File: config.mk
export PLATFORM = sky130hd
export DESIGN_NAME = fancytimer_driver
export DESIGN_NICKNAME = d
export VERILOG_FILES = /design/src/rtl/fancytimer_driver.sv
export SDC_FILE = /design/constraint.sdc
export NUM_CORES = 1
export LEC_CHECK = 0
export BUFFER_PORTS_ARGS = -buffer_cell sky130_fd_sc_hd__buf_4
export CORE_MARGIN = 5
export CORE_UTILIZATION = 62
export CTS_BUF_LIST = sky130_fd_sc_hd__clkbuf_4 sky130_fd_sc_hd__clkbuf_8
export CTS_CLUSTER_SIZE = 12
export DETAILED_ROUTE_END_ITERATION = 8
export GPL_TIMING_DRIVEN = 0
export PLACE_DENSITY_LB_ADDON = 0.12
export SYNTH_ARGS = -nofsm -noshare
export SYNTH_HDL_FRONTEND = slang
export SYNTH_SLANG_ARGS = --single-unit
File: constraint.sdc
create_clock -name clk -period 2.95 [get_ports clk]
set_clock_uncertainty 0.2 [all_clocks]
set_input_delay 0.4425 -clock clk [delete_from_list [all_inputs] [get_ports clk]]
set_output_delay 0.4425 -clock clk [all_outputs]
set_load 0.005 [all_outputs]
File: src/rtl/fancytimer_driver.sv
// Command-queued serial driver for a delay timer: pops a delay code, shifts out an 8-bit
// frame, waits for the timer's done with a timeout, then acks and inserts a one-cycle gap.
module fancytimer_driver #(
    parameter int unsigned FIFO_DEPTH     = 4,
    parameter int unsigned TIMEOUT_CYCLES = 20000
) (
    input  logic       clk,
    input  logic       reset,
    input  logic       cmd_valid,
    input  logic [3:0] cmd_delay,
    output logic       cmd_ready,
    output logic       data,
    input  logic       counting,
    input  logic       done,
    output logic       ack,
    output logic       busy,
    output logic       cmd_done,
    output logic       timeout_err
);

    localparam int unsigned PtrW = $clog2(FIFO_DEPTH);
    localparam int unsigned CntW = $clog2(FIFO_DEPTH + 1);
    localparam logic [14:0] TimeoutLast = 15'(TIMEOUT_CYCLES - 1);

    typedef enum logic [2:0] {StIdle, StSend, StWaitDone, StAck, StGap} state_e;

    state_e          state_q, state_d;
    logic [3:0]      fifo_q [FIFO_DEPTH];
    logic [PtrW-1:0] wr_ptr_q, rd_ptr_q;
    logic [CntW-1:0] count_q;
    logic [7:0]      shift_q, shift_d;
    logic [2:0]      idx_q, idx_d;
    logic [14:0]     wcnt_q, wcnt_d;
    logic            terr_q, terr_d;
    logic            push, pop;

    // The timer's counting status is observed by software only; it never steers the FSM.
    logic unused_counting;
    assign unused_counting = counting;

    assign cmd_ready = (count_q != CntW'(FIFO_DEPTH));
    assign push      = cmd_valid && cmd_ready;
    assign pop       = (state_q == StIdle) && (count_q != '0);

    always_ff @(posedge clk) begin
        if (push) begin
            fifo_q[wr_ptr_q] <= cmd_delay;
        end
    end

    always_ff @(posedge clk or negedge reset) begin
        if (!reset) begin
            wr_ptr_q <= '0;
            rd_ptr_q <= '0;
            count_q  <= '0;
        end else begin
            if (push) wr_ptr_q <= wr_ptr_q + PtrW'(1);
            if (pop)  rd_ptr_q <= rd_ptr_q + PtrW'(1);
            unique case ({push, pop})
                2'b10:   count_q <= count_q + CntW'(1);
                2'b01:   count_q <= count_q - CntW'(1);
                default: count_q <= count_q;
            endcase
        end
    end

    always_ff @(posedge clk or negedge reset) begin
        if (!reset) begin
            state_q <= StIdle;
            shift_q <= '0;
            idx_q   <= '0;
            wcnt_q  <= '0;
            terr_q  <= 1'b0;
        end else begin
            state_q <= state_d;
            shift_q <= shift_d;
            idx_q   <= idx_d;
            wcnt_q  <= wcnt_d;
            terr_q  <= terr_d;
        end
    end

    always_comb begin
        state_d = state_q;
        shift_d = shift_q;
        idx_d   = idx_q;
        wcnt_d  = wcnt_q;
        terr_d  = terr_q;
        unique case (state_q)
            StIdle: begin
                if (pop) begin
                    shift_d = {4'b1101, fifo_q[rd_ptr_q]};
                    idx_d   = '0;
                    state_d = StSend;
                end
            end
            StSend: begin
                shift_d = {shift_q[6:0], 1'b0};
                idx_d   = idx_q + 3'd1;
                if (idx_q == 3'd7) begin
                    wcnt_d  = '0;
                    state_d = StWaitDone;
                end
            end
            StWaitDone: begin
                // done wins over a timeout landing on the same cycle.
                if (done) begin
                    state_d = StAck;
                end else if (wcnt_q == TimeoutLast) begin
                    terr_d  = 1'b1;
                    state_d = StGap;
                end else begin
                    wcnt_d = wcnt_q + 15'd1;
                end
            end
            StAck:   state_d = StGap;
            StGap:   state_d = StIdle;
            default: state_d = StIdle;
        endcase
    end

    assign data        = (state_q == StSend) && shift_q[7];
    assign ack         = (state_q == StAck);
    assign cmd_done    = (state_q == StAck);
    assign busy        = (state_q != StIdle);
    assign timeout_err = terr_q;

endmodule

==> metrics.csv <==
stage;metric;value;unit
cells_and_area;nets@finish;245;
timing;count of final hold-check violations;0;
clock_tree;CTS buffer count;5;
detailed_routing;1st-pass router iterations;5;
clock_tree;Reg clk slew, reported paths;90;ps
cells_and_area;Area Overhead vs Synth;10.1;%
worst_setup_path;crit-path max FO;8;
timing;sum of negative setup slack;0;ps
yosys;register bit total from synthesis;53;
cells_and_area;FF+latch area;1410;um2
placement;PortBufs;13;
yosys;Post-synth EDFFs;16;
cells_and_area;Finished Layout Cells;278;
cells_and_area;final instance area;2780;um2
worst_setup_path;endpoint class of the critical path;register;
floorplan;I/O pin count;15;
yosys;Post-Syn Nets;224;
global_route;initial antenna violation count;0;
floorplan;Site Rows;23;
floorplan;Vert. Die Dim;73.8;um
power;Power Density;810;nW/um2
min_path;hold path start;cmd_delay[2];
clock_tree;clock buffer depth;2;
floorplan;core area;3970;um2
detailed_routing;Vias;1778;
power;Pleak;1.18;nW
clock_tree;H-tree levels;2;
timing;fmax;378;MHz
global_route;first-pass GRT wire length;8.11;mm
detailed_routing;# DRC;0;
detailed_routing;vias per inst;6.40;
cells_and_area;Ant. Diodes;0;
worst_setup_path;CP startpoint;state_q[2];
worst_setup_path;required time worst endpoint;2990;ps
detailed_routing;DRT antenna net count;0;
floorplan;die width;73.8;um
global_route;Global Route Usage Sum;0.200;
global_route;largest net degree at the start of global routing;38;
placement;RePlAce Congestion;0.821;
worst_setup_path;Crit Path Class;reg2reg;
floorplan;DIE AREA;5450;um2
placement;pre-CTS WS;304;ps
timing;Slew Viols, Final;0;
placement;Cells after DPL;269;
min_path;WHS Path Cells;1;
detailed_routing;drt wl/cell;17.1;um
flow_run;total of max-cap violations;0;
timing;Final Setup Violations;0;
clock_tree;worst-skew pair later-pin latency;310;ps
clock_tree;clock root cell;clkbuf_8;
yosys;gate count after technology mapping;206;
cells_and_area;multi-input combinational cell area;1030;um2
timing;RSZ-0062 raised after global routing;no;
timing;Slew headroom;0.582;
worst_setup_path;WP data arrival;2690;ps
cells_and_area;fillers;299;
yosys;Avg Inst Size Synth;12.3;um2
run_status;status;completed;
global_route;Overflow after GRT;0;
timing;actual slew at the worst max-slew pin;624;ps
min_path;min-delay worst type;in2reg;
yosys;synthesized cell area;2530;um2
yosys;most common flop cell mapped by yosys;dfrtp_1;
yosys;number of synthesis warnings;0;
power;Peak VDD IR;0.471;mV
worst_setup_path;RR Startpoint;state_q[2];
timing;worst setup margin;303;ps
placement;dpl hpwl;3.40;mm
yosys;Seq/Total Area, Yosys;0.556;
timing;period utilisation layout;0.897;
placement;Area after DPL;2690;um2
worst_setup_path;reg2reg path depth;8;
yosys;library cells used by synthesis;48;
global_route;vias in the first global route;1675;
worst_setup_path;Worst Setup Start Kind;register;
detailed_routing;DRT Wirelength;4.76;mm
clock_tree;CTS tree;yes;
detailed_routing;drt first-iter violations;124;
cells_and_area;layout cells sized above 1;0.180;
timing;fin crit period;2650;ps
floorplan;Initial Util;0.636;
clock_tree;CTS sink cnt;53;
yosys;Async SR Flop Fraction;0.698;
[synthesized netlist by cell type (4+ instances only)]
cell type	count	area (um2)
nor2_1	9	33.8
mux4_2	4	90.1
nand3_1	4	20.0
a31oi_1	13	81.3
edfxtp_1	16	480
inv_1	8	30.0
o22a_1	4	35.0
a22o_1	4	35.0
ha_1	8	100
a22oi_1	7	52.6
o21ai_0	7	35.0
nand2_1	11	41.3
and3_1	9	56.3
nor3_1	5	25.0
a21oi_1	5	25.0
a41oi_1	4	35.0
dfrtp_1	37	926
[final cells by class]
cell class / count / area share
Buffer: 9 / 0.0225
Clock buffer: 5 / 0.0247
Clock inverter: 3 / 0.00629
Inverter: 8 / 0.0108
Multi-Input combinational cell: 136 / 0.369
Sequential cell: 53 / 0.505
Tap cell: 50 / 0.0225
Timing Repair Buffer: 14 / 0.0387
[state kept, by name (all words and copies together) (netlist names)]
name,cells
fifo_q,16
wcnt_q,15
shift_q,8
count_q,3
idx_q,3
state_q,3
rd_ptr_q,2
wr_ptr_q,2
timeout_err,1
[cells by family after synthesis]
logic type,Yosys count,synth area share
xor+xnor,6,0.0208
compound gates,54,0.153
fa+ha+maj,9,0.0475
buf+inv,17,0.0366
flops,53,0.556
mux,8,0.0525
simple gates,59,0.133
[critical path, cell delays in order, from the launching register on]
cell and delay (ps):
dfrtp_1 470, or3_2 530, nor2_1 280, ha_1 240, inv_1 60, fa_1 370
xor2_1 150, nor2_1 120, xor2_1 160
[path summary, 6_finish.rpt]
kind | end | slack, ps
min in group asynchronous | wcnt_q[1] | 410
hold reg to reg | wcnt_q[14] | 290
hold / removal | fifo_q[2][2] | 130
setup reg to reg | count_q[2] | 300
max in group asynchronous | rd_ptr_q[1] | 1790
setup / recovery | count_q[2] | 300
[power breakdown]
group / internal (mW) / switching [mW]
logic: 0.382 / 0.394
clock network: 0.163 / 0.235
registers: 0.948 / 0.132
total: 1.49 / 0.761
[per-stage QoR]
| stage | utilization | power (mW) | hold slack [ps] |
|---|---|---|---|
| finish | 0.701 | 2.25 | 128 |
| global route | 0.701 | 2.41 | 111 |
| floorplan | - | 1.64 | -53.1 |
| CTS | 0.701 | 2.27 | 119 |
| detailed placement | 0.677 | 1.88 | 231 |
| global placement | 0.677 | 1.81 | 220 |
[timing repair]
item / 4_1_cts / 5_1_grt
hold buffers: 1 / 0
buffers inserted: 0 / 0
gates resized for setup: 0 / 0
endpoints found under the hold margin: 37 / 0
[cell usage in the layout (no fill, tap or decap), drive strengths merged, types with 5 or more instances in the layout]
master  synthesis  routed
edfxtp         16      16
and3            9       9
buf             6      19
nor3            5       5
clkbuf          3       8
nand2          11      11
nor2            9       9
a21oi           5       5
dfrtp          37      37
inv             8       8
a31oi          13      13
a22oi           7       7
ha              8       8
a41oi           5       5
o21ai           7       7
[layer usage]
| metal | up-vias | GRT usage | wire length (um) |
|---|---|---|---|
| met1 | 884 | 0.269 | 2090 |
| met2 | 60 | 0.313 | 2300 |
| met4 | 0 | 0.0724 | 95 |
| li1 | 825 | - | - |
| met3 | 9 | 0.0506 | 267 |
| met5 | - | 0 | 0 |
(Power assumes the default switching activity.)
